--- src/rtl/uart_pkg.sv ---
`default_nettype none
// ============================================================================
// Module  : uart_pkg
// Purpose : Constants, state encoding and parity helper shared by UART blocks.
// Revision: 1.0 - initial release
// ============================================================================
package uart_pkg;

    localparam int c_CLKS_PER_BIT = 217;  // 25 MHz / 115200 baud

    localparam int c_PAR_NONE = 0;
    localparam int c_PAR_ODD  = 1;
    localparam int c_PAR_EVEN = 2;

    typedef logic [2:0] rx_state_t;

    localparam rx_state_t c_ST_IDLE   = 3'd0;
    localparam rx_state_t c_ST_START  = 3'd1;
    localparam rx_state_t c_ST_DATA   = 3'd2;
    localparam rx_state_t c_ST_PARITY = 3'd3;
    localparam rx_state_t c_ST_STOP   = 3'd4;
    localparam rx_state_t c_ST_DONE   = 3'd5;

    // Data is zero-extended to 9 bits, so unused upper bits do not disturb the XOR.
    function automatic logic f_parity_bit(input logic [8:0] data, input int mode);
        logic x;
        x = ^data;
        case (mode)
            c_PAR_ODD:  return ~x;
            c_PAR_EVEN: return x;
            default:    return 1'b0;
        endcase
    endfunction

endpackage
`default_nettype wire

--- src/rtl/uart_rx_sync.sv ---
`default_nettype none
// ============================================================================
// Module  : uart_rx_sync
// Purpose : 2-FF input synchroniser plus 3-sample majority voter around MID.
// Revision: 1.0 - initial release
// ============================================================================
module uart_rx_sync #(
    parameter int CNT_W = 8
) (
    input  logic             clk,
    input  logic             rst_n,
    input  logic             i_rx,
    input  logic             i_active,
    input  logic [CNT_W-1:0] i_cnt,
    input  logic [CNT_W-1:0] i_mid,
    output logic             o_rxs,
    output logic             o_bit_val,
    output logic             o_bit_valid
);

    logic r_meta;
    logic r_sync;
    logic r_s0;
    logic r_s1;
    logic r_bit_val;
    logic r_bit_valid;
    logic w_maj;

    // Third vote is the live synchronised sample taken at cnt = MID+1.
    assign w_maj = (r_s0 & r_s1) | (r_s0 & r_sync) | (r_s1 & r_sync);

    always_ff @(posedge clk or negedge rst_n) begin
        if (!rst_n) begin
            r_meta      <= 1'b1;
            r_sync      <= 1'b1;
            r_s0        <= 1'b1;
            r_s1        <= 1'b1;
            r_bit_val   <= 1'b1;
            r_bit_valid <= 1'b0;
        end else begin
            r_meta      <= i_rx;
            r_sync      <= r_meta;
            r_bit_valid <= 1'b0;
            if (i_active) begin
                if (i_cnt == i_mid - 1'b1) r_s0 <= r_sync;
                if (i_cnt == i_mid)        r_s1 <= r_sync;
                if (i_cnt == i_mid + 1'b1) begin
                    r_bit_val   <= w_maj;
                    r_bit_valid <= 1'b1;
                end
            end
        end
    end

    assign o_rxs       = r_sync;
    assign o_bit_val   = r_bit_val;
    assign o_bit_valid = r_bit_valid;

endmodule
`default_nettype wire

--- src/rtl/uart_rx_param.sv ---
`default_nettype none
// ============================================================================
// Module  : uart_rx_param
// Purpose : Parametrised UART receiver (5..9 data bits, parity, 1/2 stop bits).
// Revision: 1.0 - initial release
// ============================================================================
module uart_rx_param
    import uart_pkg::*;
#(
    parameter int CLKS_PER_BIT = c_CLKS_PER_BIT,
    parameter int DATA_BITS    = 8,
    parameter int PARITY_MODE  = c_PAR_NONE,
    parameter int STOP_BITS    = 1
) (
    input  logic                 clk,
    input  logic                 rst_n,
    input  logic                 rx_Serial,
    output logic                 rx_DV_out,
    output logic [DATA_BITS-1:0] rx_Data_out,
    output logic                 rx_Parity_Err_out,
    output logic                 rx_Frame_Err_out,
    output logic                 rx_Busy_out
);

    localparam int c_MID   = CLKS_PER_BIT / 2;
    localparam int c_CNT_W = $clog2(CLKS_PER_BIT);
    localparam int c_IDX_W = $clog2(DATA_BITS);
    localparam logic [c_CNT_W-1:0] c_CNT_MID  = c_CNT_W'(c_MID);
    localparam logic [c_CNT_W-1:0] c_CNT_LAST = c_CNT_W'(CLKS_PER_BIT - 1);
    localparam logic [c_IDX_W-1:0] c_IDX_LAST = c_IDX_W'(DATA_BITS - 1);

    rx_state_t            r_state;
    rx_state_t            w_state_nxt;
    logic [c_CNT_W-1:0]   r_cnt;
    logic [c_IDX_W-1:0]   r_idx;
    logic                 r_stop_idx;
    logic [DATA_BITS-1:0] r_shift;
    logic [DATA_BITS-1:0] r_data_hold;
    logic                 r_par_err;
    logic                 r_frm_err;
    logic                 r_par_hold;
    logic                 r_frm_hold;
    logic                 w_rxs;
    logic                 w_bit_val;
    logic                 w_bit_valid;
    logic                 w_active;
    logic                 w_wrap;
    logic                 w_last_stop;

    assign w_active    = (r_state == c_ST_START) || (r_state == c_ST_DATA) ||
                         (r_state == c_ST_PARITY) || (r_state == c_ST_STOP);
    assign w_wrap      = (r_cnt == c_CNT_LAST);
    assign w_last_stop = (STOP_BITS == 1) ? 1'b1 : r_stop_idx;

    uart_rx_sync #(
        .CNT_W(c_CNT_W)
    ) u_sync (
        .clk        (clk),
        .rst_n      (rst_n),
        .i_rx       (rx_Serial),
        .i_active   (w_active),
        .i_cnt      (r_cnt),
        .i_mid      (c_CNT_MID),
        .o_rxs      (w_rxs),
        .o_bit_val  (w_bit_val),
        .o_bit_valid(w_bit_valid)
    );

    always_ff @(posedge clk or negedge rst_n) begin
        if (!rst_n) r_state <= c_ST_IDLE;
        else        r_state <= w_state_nxt;
    end

    // The final stop bit ends on its vote, not its wrap, so a following start edge is caught.
    always_comb begin
        w_state_nxt = r_state;
        case (r_state)
            c_ST_IDLE:   if (!w_rxs) w_state_nxt = c_ST_START;
            c_ST_START: begin
                if (w_bit_valid && w_bit_val) w_state_nxt = c_ST_IDLE;
                else if (w_wrap)              w_state_nxt = c_ST_DATA;
            end
            c_ST_DATA:   if (w_wrap && (r_idx == c_IDX_LAST))
                             w_state_nxt = (PARITY_MODE != c_PAR_NONE) ? c_ST_PARITY : c_ST_STOP;
            c_ST_PARITY: if (w_wrap) w_state_nxt = c_ST_STOP;
            c_ST_STOP:   if (w_bit_valid && w_last_stop) w_state_nxt = c_ST_DONE;
            c_ST_DONE:   w_state_nxt = c_ST_IDLE;
            default:     w_state_nxt = c_ST_IDLE;
        endcase
    end

    always_ff @(posedge clk or negedge rst_n) begin
        if (!rst_n) begin
            r_cnt       <= '0;
            r_idx       <= '0;
            r_stop_idx  <= 1'b0;
            r_shift     <= '0;
            r_par_err   <= 1'b0;
            r_frm_err   <= 1'b0;
            r_data_hold <= '0;
            r_par_hold  <= 1'b0;
            r_frm_hold  <= 1'b0;
        end else begin
            if ((w_state_nxt != r_state) || w_wrap) r_cnt <= '0;
            else if (r_state != c_ST_IDLE)          r_cnt <= r_cnt + 1'b1;

            if (r_state == c_ST_IDLE) begin
                r_idx      <= '0;
                r_stop_idx <= 1'b0;
            end else if (w_wrap) begin
                if (r_state == c_ST_DATA) r_idx <= (r_idx == c_IDX_LAST) ? '0 : r_idx + 1'b1;
                if (r_state == c_ST_STOP) r_stop_idx <= 1'b1;
            end

            if (w_bit_valid) begin
                case (r_state)
                    c_ST_DATA:   r_shift[r_idx] <= w_bit_val;
                    c_ST_PARITY: if (w_bit_val != f_parity_bit(9'(r_shift), PARITY_MODE))
                                     r_par_err <= 1'b1;
                    c_ST_STOP:   if (!w_bit_val) r_frm_err <= 1'b1;
                    default:     ;
                endcase
            end

            if (r_state == c_ST_DONE) begin
                r_data_hold <= r_shift;
                r_par_hold  <= r_par_err;
                r_frm_hold  <= r_frm_err;
                r_par_err   <= 1'b0;
                r_frm_err   <= 1'b0;
            end
        end
    end

    // In DONE the frame bypasses the hold registers so data is valid alongside DV.
    always_comb begin
        rx_DV_out         = 1'b0;
        rx_Data_out       = r_data_hold;
        rx_Parity_Err_out = r_par_hold;
        rx_Frame_Err_out  = r_frm_hold;
        rx_Busy_out       = w_active;
        if (r_state == c_ST_DONE) begin
            rx_DV_out         = 1'b1;
            rx_Data_out       = r_shift;
            rx_Parity_Err_out = r_par_err;
            rx_Frame_Err_out  = r_frm_err;
        end
    end

endmodule
`default_nettype wire

--- config.mk ---
export PLATFORM = sky130hd
export DESIGN_NAME = uart_rx_param
export DESIGN_NICKNAME = d
export VERILOG_FILES = /design/src/rtl/uart_pkg.sv /design/src/rtl/uart_rx_sync.sv /design/src/rtl/uart_rx_param.sv
export SDC_FILE = /design/constraint.sdc
export NUM_CORES = 1
export LEC_CHECK = 0
export ABC_AREA = 1
export BUFFER_PORTS_ARGS = -buffer_cell sky130_fd_sc_hd__buf_2
export CAP_MARGIN = 20
export CORE_ASPECT_RATIO = 0.9
export CORE_MARGIN = 2
export CORE_UTILIZATION = 40
export DETAILED_ROUTE_END_ITERATION = 6
export HOLD_SLACK_MARGIN = 0.06
export SLEW_MARGIN = 20
export SYNTH_ARGS = -nofsm -noshare
export SYNTH_HDL_FRONTEND = slang
export SYNTH_HIERARCHICAL = 1
export SYNTH_SLANG_ARGS = --single-unit
--- constraint.sdc ---
create_clock -name clk -period 2.87 [get_ports clk]
set_input_delay 0.1435 -clock clk [delete_from_list [all_inputs] [get_ports clk]]
set_output_delay 0.1435 -clock clk [all_outputs]
set_load 0.05 [all_outputs]
Word-level counts from Yosys, hierarchy flattened:

Index checks and enable logic that the tools add are counted.

* add/subtract/negate cells: 2
* multipliers: 0
* divide/modulo/power cells: 0
* magnitude comparators: 2
* equality and inequality tests: 13
* shift operators: 0
* multiplexer cells: 32
* bitwise operators: 5
* reduce and logical (&&, ||, !) cells: 23

Operators with widths (count)
* 2-to-1 mux 3 bit: 10
* == test 8 x 7 -> 1 bit, second input constant: 3
* 2-to-1 mux 8 bit: 3
* 2-to-1 mux 1 bit: 16
* one-hot mux 3 bit (5 select lines): 1
* nonzero test 2 bit: 7
* AND reduction 2 bit: 5
* == test 3 bit, second input constant: 3
* adder 8 x 1 -> 8 bit, second input constant: 1
* bitwise mux 8 bit: 1
* == test 8 bit, second input constant: 1
* == test 3 x 2 -> 1 bit, second input constant: 2
* AND reduction 3 bit: 2
* logical OR 1 bit: 4
* < comparator 3 x 4 -> 1 bit, second input constant: 1
* adder 3 x 1 -> 3 bit, second input constant: 1
* AND 1 bit: 3
* demux 1 bit (select 3 bit): 1
* == test 3 x 1 -> 1 bit, second input constant: 1
* greater-or-equal comparator 3 x 1 -> 1 bit, second input constant: 1
* logical AND 1 bit: 3
* zero test 3 bit: 1
* inequality test 3 bit: 1
* nonzero test 3 bit: 1
* 3 further kinds: 4

* flip-flop bits (word level): 40
* bits in latches: 0
* RAM bits: 0
* bits in read-only memories: 0
* bits of input ports: 3
* output and inout bits: 12
* memories kept: 0

Longest topological paths before layout:

Gate-level depths: netlist (run 1).

* depth in word-level cells: 8
* depth in mapped cells: 12
* depth with buffers taken out: 12

Modules after synthesis:

Netlist (run 1), hierarchy kept.

Modules (own cells, without submodules)
* uart_rx_param: instances 1, cells each 208, area an instance 1722.9 um^2
* uart_rx_sync: instances 1, cells each 136, area an instance 752.0 um^2

Worst setup path before layout (run 1):

Ideal clock, no wire load.

* path type: register -> register
* start: register r_state[0]
* end: register r_data_hold[0]
* arrival time: 1.947 ns
* required time: 2.691 ns
* path slack: 0.744 ns
* cell stages (with the launch flop): 7
* buffers on the path: 2
* cell sequence: dfrtp_1 buf_2 inv_1 nor3_4 inv_2 buf_6 o21ai_2

* longest elaborated chain between the ends: 2

RTL lines
* from (decl): line uart_rx_param.sv:32 `rx_state_t r_state;`
* from (signal assigned): line uart_rx_param.sv:70 `if (!rst_n) r_state <= c_ST_IDLE;`
* from (signal assigned): line uart_rx_param.sv:71 `else r_state <= w_state_nxt;`
* == test 3 bit
* 2-to-1 mux 8 bit
* net rx_Data_out[0]: line uart_rx_param.sv:19 `output logic [DATA_BITS-1:0] rx_Data_out,`
* to (signal assigned): line uart_rx_param.sv:126 `r_data_hold <= r_shift;`
* to (decl): line uart_rx_param.sv:38 `logic [DATA_BITS-1:0] r_data_hold;`

The timed path passes the listed nets, and every way through them passes these cells.
A chain may end at the register's enable or synchronous reset.

Worst setup path in the final report (run 1):

* start: register r_state[0]
* end: output rx_Data_out[2]

* longest elaborated chain between the ends: 2

RTL lines
* == test 3 bit: line uart_rx_param.sv:142 `if (r_state == c_ST_DONE) begin`
* 2-to-1 mux 8 bit
* to (decl): line uart_rx_param.sv:19

Every way passes these cells.

==> impl_metrics.py, run 1 <==
metrics = {
    "yosys": {
        "synthTopCellsByArea": "dfrtp_1, nand2_1, inv_1, nand3_1, dfstp_2",
        "yosys_warnings": 6,
        "syn-instance-count": 344,
        "yosys.area.top_type": "dfrtp_1",
        "async_reset_ff_share_pct": 100,
        "ys_seq_elements": 40,
        "yosysSeqAreaShare_pct": 40.7,
        "syn_area_mm2": 0.00247,
        "ys.flop_type": "dfrtp_1",
        "synth_edf_count": 0,
        "netlist.area_leader.share_pct": 35.4,
        "synth.distinct_cells": 26,
        "avgSynthCellArea_um2": 7.19,
    },
    "cells_and_area": {
        "n_antenna_cell": 0,
        "area_growth_pct": 14.3,
        "layout_commonest_cell": "nand2_1",
        "layout_common_cells": "nand2_1, inv_1, conb_1",
        "final_nets": 405,
        "drive_gt1_share_pct": 13.1,
        "fillCellCount": 630,
    },
    "route": {
        "dr.pass1.iters": 4,
        "drc": 0,
        "drtIter0Drc": 144,
        "wl_um": 4830,
        "wl_per_cell_um": 10.3,
        "via_count": 2084,
        "viasPerCell": 4.44,
        "antenna_left": 0,
    },
    "worst_setup_path": {
        "critical_path.max_fanout": 19,
        "critPathKind": "reg2out",
        "critPathArrivalTime_ns": 1.89,
        "endpoint_kind": "output pin",
        "r2r_slack_ns": 1.17,
        "start_kind": "flop",
        "crit_required_ns": 2.73,
    },
    "power": {
        "p_int_mw": 1.03,
        "peakVddDrop_v": 0.000278,
        "finalPower_mw": 1.69,
        "switchingPower_uw": 658,
        "clockPowerShare_pct": 20.8,
        "leakage_nw": 1.46,
        "power_density_mw_per_mm2": 596,
        "power_frac_seq_pct": 47.3,
        "comb_power_share_pct": 31.8,
        "switching_share_pct": 39.0,
    },
    "floorplanning": {
        "start_util_pct": 40.9,
        "dieArea_mm2": 0.00683,
        "ios": 15,
        "die_h_um": 78.6,
        "fp-row-count": 27,
        "die_w_um": 86.9,
        "core_area_mm2": 0.00605,
    },
    "global_route": {
        "grt_pass1_vias": 1897,
        "antenna_found_initial": 0,
        "grt-ovfl-total": 0,
        "track_usage_pct": 16.1,
        "grt_pass1_wl_um": 8810,
        "grt_start_max_net_pins": 41,
    },
    "clocking": {
        "cts_buffer_depth": 2,
        "h-tree-depth": 2,
        "cts_tree": "done",
        "root_buffer": "clkbuf_8",
        "hold_buffers": 2,
        "cts.clk_slew.worst_paths_ns": 0.07,
        "ctsResizeCount": 0,
        "post-cts-setup-buffers": 0,
        "clock-sinks": 40,
        "insertion_delay_ns": 0.29,
        "cts_buffers": 5,
    },
    "timing": {
        "fin_crit_sh_pct": 71.0,
        "setup_tns_ns": 0,
        "tightest_slew_ns": 0.876,
        "clock.fmax_mhz": 491,
        "setup_viol": 0,
        "hold_violations": 0,
        "slew_headroom_pct": 41.6,
        "rsz0062_at_grt": "no",
        "fin_worst_skew_ns": 0.00816,
        "maxSlewViolCount": 0,
        "min_period_ns": 2.04,
    },
    "hold_path": {
        "worstHoldPathType": "reg2reg",
    },
    "place": {
        "gp_congestion": 0.882,
        "io_buffers": 14,
        "dp_hpwl_um": 3770,
    },
    "status": {
        "status": "completed",
    },
    "job": {
        "max_cap_violations": 0,
    },
}
[metrics by stage]
stage	utilization (%)	instance area (um^2)	setup slack, ns	instances	hold slack [ns]
2_1_floorplan	-	2600	0.744	378	-0.152
3_3_place_gp	45.1	2730	1.13	459	0.249
3_5_place_dp	45.1	2730	1.10	459	0.251
4_1_cts	46.8	2830	0.775	469	0.362
5_1_grt	46.8	2830	0.626	469	0.367
6_report	46.8	2830	0.833	469	0.358
[logic make-up after synthesis]
kind of cell	after synthesis	share of synthesized area [%]
simple gates	193	33.8
buf+inv	57	9.35
flops	40	40.7
compound gates	35	8.85
xor+xnor	10	3.54
fa+ha+maj	7	3.44
other cells	2	0.303
[final cells by class]
type / instances / area (um^2) / share of cell area (%)
clock buffer: 7 / 76.3 / 2.70
clock inverter: 1 / 5.00 / 0.177
inverter: 52 / 195 / 6.90
multi-input combinational: 281 / 1360 / 48.2
sequential: 40 / 1010 / 35.6
tap: 72 / 90.1 / 3.19
timing repair buffer: 16 / 90.1 / 3.19
[worst max-delay path, cell delays in order (launching register included)]
cell	delay, ns
dfrtp_1	0.53
inv_1	0.12
nor3_4	0.27
inv_2	0.22
o21ai_2	0.18
buf_2	0.29
[per-layer routing]
layer,vias to the layer above,share of wire (%),track usage [%]
met1,907,54,24.3
met3,6,3.0,2.63
met2,22,41,23.6
met5,-,0,0
li1,1149,-,-
met4,0,1.4,4.69
[cell usage after synthesis (6+ instances only)]
master	number
nand2_1	108
nor2_2	7
nand3_1	27
nor2_1	32
nand4_1	7
xor2_1	7
dfrtp_1	35
nor3_1	6
inv_1	47
o21ai_0	17
o21ai_2	10
ha_1	6
[power by group through the flow]
stage | combinational, mW | sequential [mW] | clock [mW]
4_1_cts | 0.532 | 0.798 | 0.368
3_5_place_dp | 0.527 | 0.808 | 0
5_1_grt | 0.639 | 0.818 | 0.400
6_report | 0.537 | 0.798 | 0.351
3_3_place_gp | 0.526 | 0.805 | 0
2_1_floorplan | 0.457 | 0.752 | 0
[state kept, by name, summed over array words and instances (netlist names)]
signal              cells
u_sync/r_s0             1
u_sync/r_s1             1
u_sync/o_bit_val        1
r_frm_err               1
r_frm_hold              1
u_sync/o_bit_valid      1
r_idx                   3
r_par_err               1
r_shift                 8
r_state                 3
u_sync/r_meta           1
r_data_hold             8
u_sync/o_rxs            1
r_cnt                   8
r_par_hold              1
[worst paths after layout]
check / start / endpoint / cells past startpoint
worst max-delay path: r_state[0] / rx_Data_out[2] / 5
worst min-delay path: u_sync/r_meta / u_sync/o_rxs / 0
worst max register to register: r_cnt[1] / r_idx[0] / 8
worst min register to register: u_sync/r_meta / u_sync/o_rxs / 0
max in group asynchronous: rst_n / r_shift[5] / 2
min in group asynchronous: rst_n / r_cnt[3] / 2
(Power assumes the default switching activity.)
==> inputs of run 2 (changes only) <==
- clock period: 2.87 -> 1.7 ns (I/O delays scaled with it)
==> run 2 against run 1 <==
Compared with the run above: the run now ends with negative setup slack left; total power increased by 91%; core utilization rose by 6.2 points; flip-flop and latch count unchanged; sequential power is 60% higher; wire length rose by 8.8%.
==> impl_metrics.py, run 2 (synthesized netlist as in run 1, its figures left out) <==
metrics = {
    "worst_setup_path": {
        "crit_chain": "inv_2 > nor3_4 > buf_4 > inv_6 > nand2_1 > o21ai_4 > buf_4",
        "crit_required_ns": 1.62,
        "cp_common_cell": "buf_4",
        "r2r_start": "r_state[1]",
        "crit_start": "r_state[0]",
        "slowest_stage": "dfrtp_2",
        "critical_path.max_fanout": 5,
        "critPathArrivalTime_ns": 1.63,
        "endpoint_kind": "output pin",
        "critPathKind": "reg2out",
        "slowest_delay_ns": 0.42,
        "start_kind": "flop",
    },
    "global_route": {
        "antenna_found_initial": 0,
        "grt_pass1_vias": 1895,
        "grt-ovfl-total": 0,
        "grt_start_max_net_pins": 33,
        "grt_pass1_wl_um": 8750,
        "track_usage_pct": 16.0,
    },
    "cells_and_area": {
        "design_area_mm2": 0.00320,
        "seq_area_mm2": 0.00101,
        "fin_util_pct": 53.0,
        "layout_commonest_cell": "nand2_1",
        "layout_common_cells": "nand2_1, inv_1, conb_1",
        "area_growth_pct": 29.5,
        "drive_gt1_share_pct": 20.2,
        "final_cell_count_no_fill": 487,
        "n_antenna_cell": 0,
        "final_nets": 423,
        "fillCellCount": 555,
        "multiInputGateArea_mm2": 0.00146,
        "largestRegisters": "r_cnt (8), r_data_hold (8), r_shift (8)",
    },
    "timing": {
        "setup_tns_ns": -0.0181,
        "slew_headroom_pct": 52.7,
        "setup_viol": 2,
        "clock.fmax_mhz": 583,
        "tightest_slew_ns": 0.710,
        "rsz0062_at_grt": "yes",
        "hold_violations": 0,
        "holdWs_ns": 0.358,
        "fin_crit_sh_pct": 101,
        "fin_worst_skew_ns": 0.0100,
        "setup_ws_ns": -0.0160,
        "maxSlewViolCount": 0,
        "min_period_ns": 1.72,
    },
    "place": {
        "io_buffers": 14,
        "place_ws_ns": 0.0342,
        "gp_congestion": 0.892,
        "dp.cells": 472,
        "place_area_mm2": 0.00291,
        "dp_hpwl_um": 3860,
    },
    "power": {
        "finalPower_mw": 3.22,
        "p_int_mw": 2.03,
        "peakVddDrop_v": 0.000408,
        "clockPowerShare_pct": 25.4,
        "leakage_nw": 1.60,
        "power_frac_seq_pct": 39.7,
        "comb_power_share_pct": 34.9,
        "switchingPower_mw": 1.19,
        "power_density_mw_per_mm2": 1010,
        "switching_share_pct": 37.0,
    },
    "floorplanning": {
        "start_util_pct": 40.9,
        "ios": 15,
        "die_h_um": 78.6,
        "die_w_um": 86.9,
        "core_area_mm2": 0.00605,
        "dieArea_mm2": 0.00683,
        "fp-row-count": 27,
    },
    "route": {
        "wl_um": 5250,
        "drc": 0,
        "viasPerCell": 4.45,
        "drtIter0Drc": 121,
        "via_count": 2166,
        "antenna_left": 0,
        "dr.pass1.iters": 4,
        "wl_per_cell_um": 10.8,
    },
    "hold_path": {
        "worstHoldPathType": "reg2reg",
        "hp-start": "u_sync/r_meta",
    },
    "clocking": {
        "cts_buffer_depth": 2,
        "root_buffer": "clkbuf_8",
        "cts.clk_slew.worst_paths_ns": 0.08,
        "clock-sinks": 40,
        "cts_tree": "done",
        "insertion_delay_ns": 0.29,
        "cts_buffers": 5,
        "h-tree-depth": 2,
    },
    "status": {
        "status": "finished with violations",
        "violations": "negative setup slack",
    },
    "job": {
        "max_cap_violations": 0,
    },
}
==> run 2: changes by cell type in the layout (fill, tap and decap cells not counted), sizes merged <==
cell,change
buf,+15
bufinv,+2
inv,+1
==> run 2: final cells by class <==
cell class,instances,area share [%]
sequential,40,31.6
timing repair buffer,32,8.71
timing repair inverter,2,0.625
clock buffer,6,2.58
multi-input combinational,281,45.6
inverter,52,6.91
tap,72,2.81
clock inverter,2,1.21
==> run 2: metal layers <==
metal | wire length (um) | global-route usage [%] | vias to the layer above
met3 | 133 | 2.84 | 2
met4 | 37 | 4.69 | 0
met2 | 2140 | 22.4 | 34
li1 | - | - | 1186
met1 | 2940 | 24.9 | 944
met5 | 0 | 0 | -
==> run 2: what timing repair did <==
item	in CTS	in global routing
buffers inserted	0	3
pin swaps	0	1
endpoints found under the hold margin	27	0
cloned	0	2
gates resized for setup	12	25
hold buffers	2	0
endpoints found under the setup margin	10	17
==> run 2: power groups by stage <==
stage               logic (mW)  clock network, mW  registers (mW)
finish                    1.12              0.820            1.28
global route              1.31              0.884            1.30
CTS                       1.11              0.839            1.27
detailed placement        1.10                  0            1.29
global placement          1.09                  0            1.30
floorplan                0.775                  0            1.27
==> run 2: worst max-delay path, delay by kind of cell, from the launching register on <==
| family | cells | cell delay (ns) |
|---|---|---|
| buf+inv | 4 | 0.48 |
| flops | 1 | 0.42 |
| simple gates | 2 | 0.37 |
| compound gates | 1 | 0.06 |
==> run 2: final timing paths <==
kind                                       end  slack [ns]  cells after the start
worst max register to register     u_sync/r_s0        0.17                     11
min in group asynchronous             r_cnt[5]        0.37                      2
max in group asynchronous           r_shift[3]        0.71                      3
worst min register to register    u_sync/o_rxs        0.36                      0
worst max-delay path            rx_Data_out[5]       -0.02                      7
worst min-delay path              u_sync/o_rxs        0.36                      0
==> inputs of run 3 (changes only) <==
- MAX_ROUTING_LAYER: unset -> met4
==> run 3 against run 2 <==
Compared with the run above: wire length is essentially flat; the flow still finishes with violations (negative setup slack); count of clock-buffer cells in the layout is the same; core utilization is the same; critical endpoint unchanged; clock power is essentially flat; combinational power is essentially flat; non-clock buffer count is the same.
==> impl_metrics.py, run 3 (synthesized netlist as in run 1, its figures left out) <==
metrics = {
    "worst_setup_path": {
        "endpoint_kind": "output pin",
        "critPathArrivalTime_ns": 1.63,
        "critPathKind": "reg2out",
        "crit_chain": "inv_2 > nor3_4 > buf_4 > inv_6 > nand2_1 > o21ai_4 > buf_4",
        "start_kind": "flop",
        "cp_common_cell": "buf_4",
        "slowest_delay_ns": 0.42,
        "cp_num_buf_inv": 4,
        "cp.depth": 7,
        "r2r-end": "u_sync/r_s0",
        "crit_path_end": "rx_Data_out[5]",
        "r2r_slack_ns": 0.17,
        "crit_required_ns": 1.62,
        "r2r_start": "r_state[1]",
        "critPathTopFamily": "buffers and inverters",
        "critical_path.max_fanout": 5,
        "reg2reg_depth": 11,
        "crit_start": "r_state[0]",
        "slowest_stage": "dfrtp_2",
    },
    "global_route": {
        "grt_pass1_vias": 1896,
        "track_usage_pct": 16.5,
        "grt_pass1_wl_um": 8740,
        "antenna_found_initial": 0,
        "grt_start_max_net_pins": 33,
        "grt-ovfl-total": 0,
    },
    "power": {
        "peakVddDrop_v": 0.000411,
        "leakage_nw": 1.60,
        "finalPower_mw": 3.23,
        "power_density_mw_per_mm2": 1010,
    },
    "place": {
        "dp_hpwl_um": 3860,
        "place_area_mm2": 0.00291,
        "io_buffers": 14,
        "gp_congestion": 0.907,
        "dp.cells": 472,
    },
    "route": {
        "wl_per_cell_um": 10.8,
        "drtIter0Drc": 125,
        "viasPerCell": 4.43,
        "antenna_left": 0,
        "via_count": 2156,
        "dr.pass1.iters": 4,
        "drc": 0,
        "wl_um": 5250,
    },
    "clocking": {
        "cts_buffers": 5,
        "cts_tree": "done",
        "clock-sinks": 40,
        "insertion_delay_ns": 0.29,
        "cts.clk_slew.worst_paths_ns": 0.08,
        "cts_buffer_depth": 2,
        "root_buffer": "clkbuf_8",
        "h-tree-depth": 2,
    },
    "timing": {
        "min_period_ns": 1.72,
        "setup_viol": 2,
        "fin_crit_sh_pct": 101,
        "maxSlewViolCount": 0,
        "setup_ws_ns": -0.0173,
        "fin_worst_skew_ns": 0.00983,
        "hold_violations": 0,
        "clock.fmax_mhz": 582,
        "slew_headroom_pct": 52.9,
        "tightest_slew_ns": 0.707,
        "rsz0062_at_grt": "yes",
    },
    "cells_and_area": {
        "seq_area_mm2": 0.00101,
        "layout_commonest_cell": "nand2_1",
        "largestRegisters": "r_cnt (8), r_data_hold (8), r_shift (8)",
        "fillCellCount": 555,
        "layout_common_cells": "nand2_1, inv_1, conb_1",
        "design_area_mm2": 0.00320,
        "final_nets": 423,
        "n_antenna_cell": 0,
        "final_cell_count_no_fill": 487,
        "multiInputGateArea_mm2": 0.00146,
        "area_growth_pct": 29.5,
        "drive_gt1_share_pct": 20.2,
    },
    "floorplanning": {
        "dieArea_mm2": 0.00683,
        "start_util_pct": 40.9,
        "fp-row-count": 27,
        "die_h_um": 78.6,
        "ios": 15,
        "core_area_mm2": 0.00605,
        "die_w_um": 86.9,
    },
    "job": {
        "max_cap_violations": 0,
    },
    "hold_path": {
        "worstHoldPathType": "reg2reg",
    },
    "status": {
        "violations": "negative setup slack",
        "status": "finished with violations",
    },
}
==> run 3: cell counts in the layout (fill, tap and decap cells not counted) <==
No cell type changed its count.
==> run 3: metrics by stage <==
step | utilization (%) | setup slack (ns) | TNS [ns] | hold slack, ns
2_1_floorplan | - | -0.243 | -3.60 | -0.211
3_3_place_gp | 48.1 | 0.0342 | 0 | 0.179
3_5_place_dp | 48.1 | 0.0342 | 0 | 0.185
4_1_cts | 50.9 | 0.0147 | 0 | 0.359
5_1_grt | 53.0 | -0.0774 | -0.504 | 0.367
6_report | 53.0 | -0.0173 | -0.0210 | 0.358
==> run 3: what timing repair did <==
action,4_1_cts,5_1_grt
endpoints found under the setup margin,10,17
pin swaps,0,1
gates cloned,0,2
resized for setup,12,25
hold buffers,2,0
hold endpoints to repair,27,0
buffers inserted,0,3
==> run 3: worst min path at each step <==
stage	endpoint	cells past startpoint	startpoint	slack, ns
2_1_floorplan	r_cnt[0]	0	rst_n	-0.21
6_report	u_sync/o_rxs	0	u_sync/r_meta	0.36
4_1_cts	u_sync/o_rxs	0	u_sync/r_meta	0.36
5_1_grt	u_sync/o_rxs	0	u_sync/r_meta	0.37
3_5_place_dp	r_cnt[5]	1	rst_n	0.19
3_3_place_gp	r_cnt[5]	1	rst_n	0.18
==> run 3: power breakdown <==
group	switching [mW]	internal, mW	total, mW
clock network	0.341	0.480	0.822
logic	0.681	0.446	1.13
registers	0.174	1.10	1.28
total	1.20	2.03	3.23
==> run 3: final cells by class <==
class                   count  area share [%]
repair inverters            2           0.625
inverters                  52            6.91
multi-input cells         281            45.6
clock inverters             2            1.21
well taps                  72            2.81
clock buffers               6            2.58
flip-flops and latches     40            31.6
repair buffers             32            8.71
==> run 3: routing by layer <==
layer	GRT usage, %	wire length (um)	up-vias
li1	-	-	1184
met2	22.4	2120	36
met3	2.84	138	4
met1	24.9	2940	932
met4	4.69	57	0
met5	-	0	-
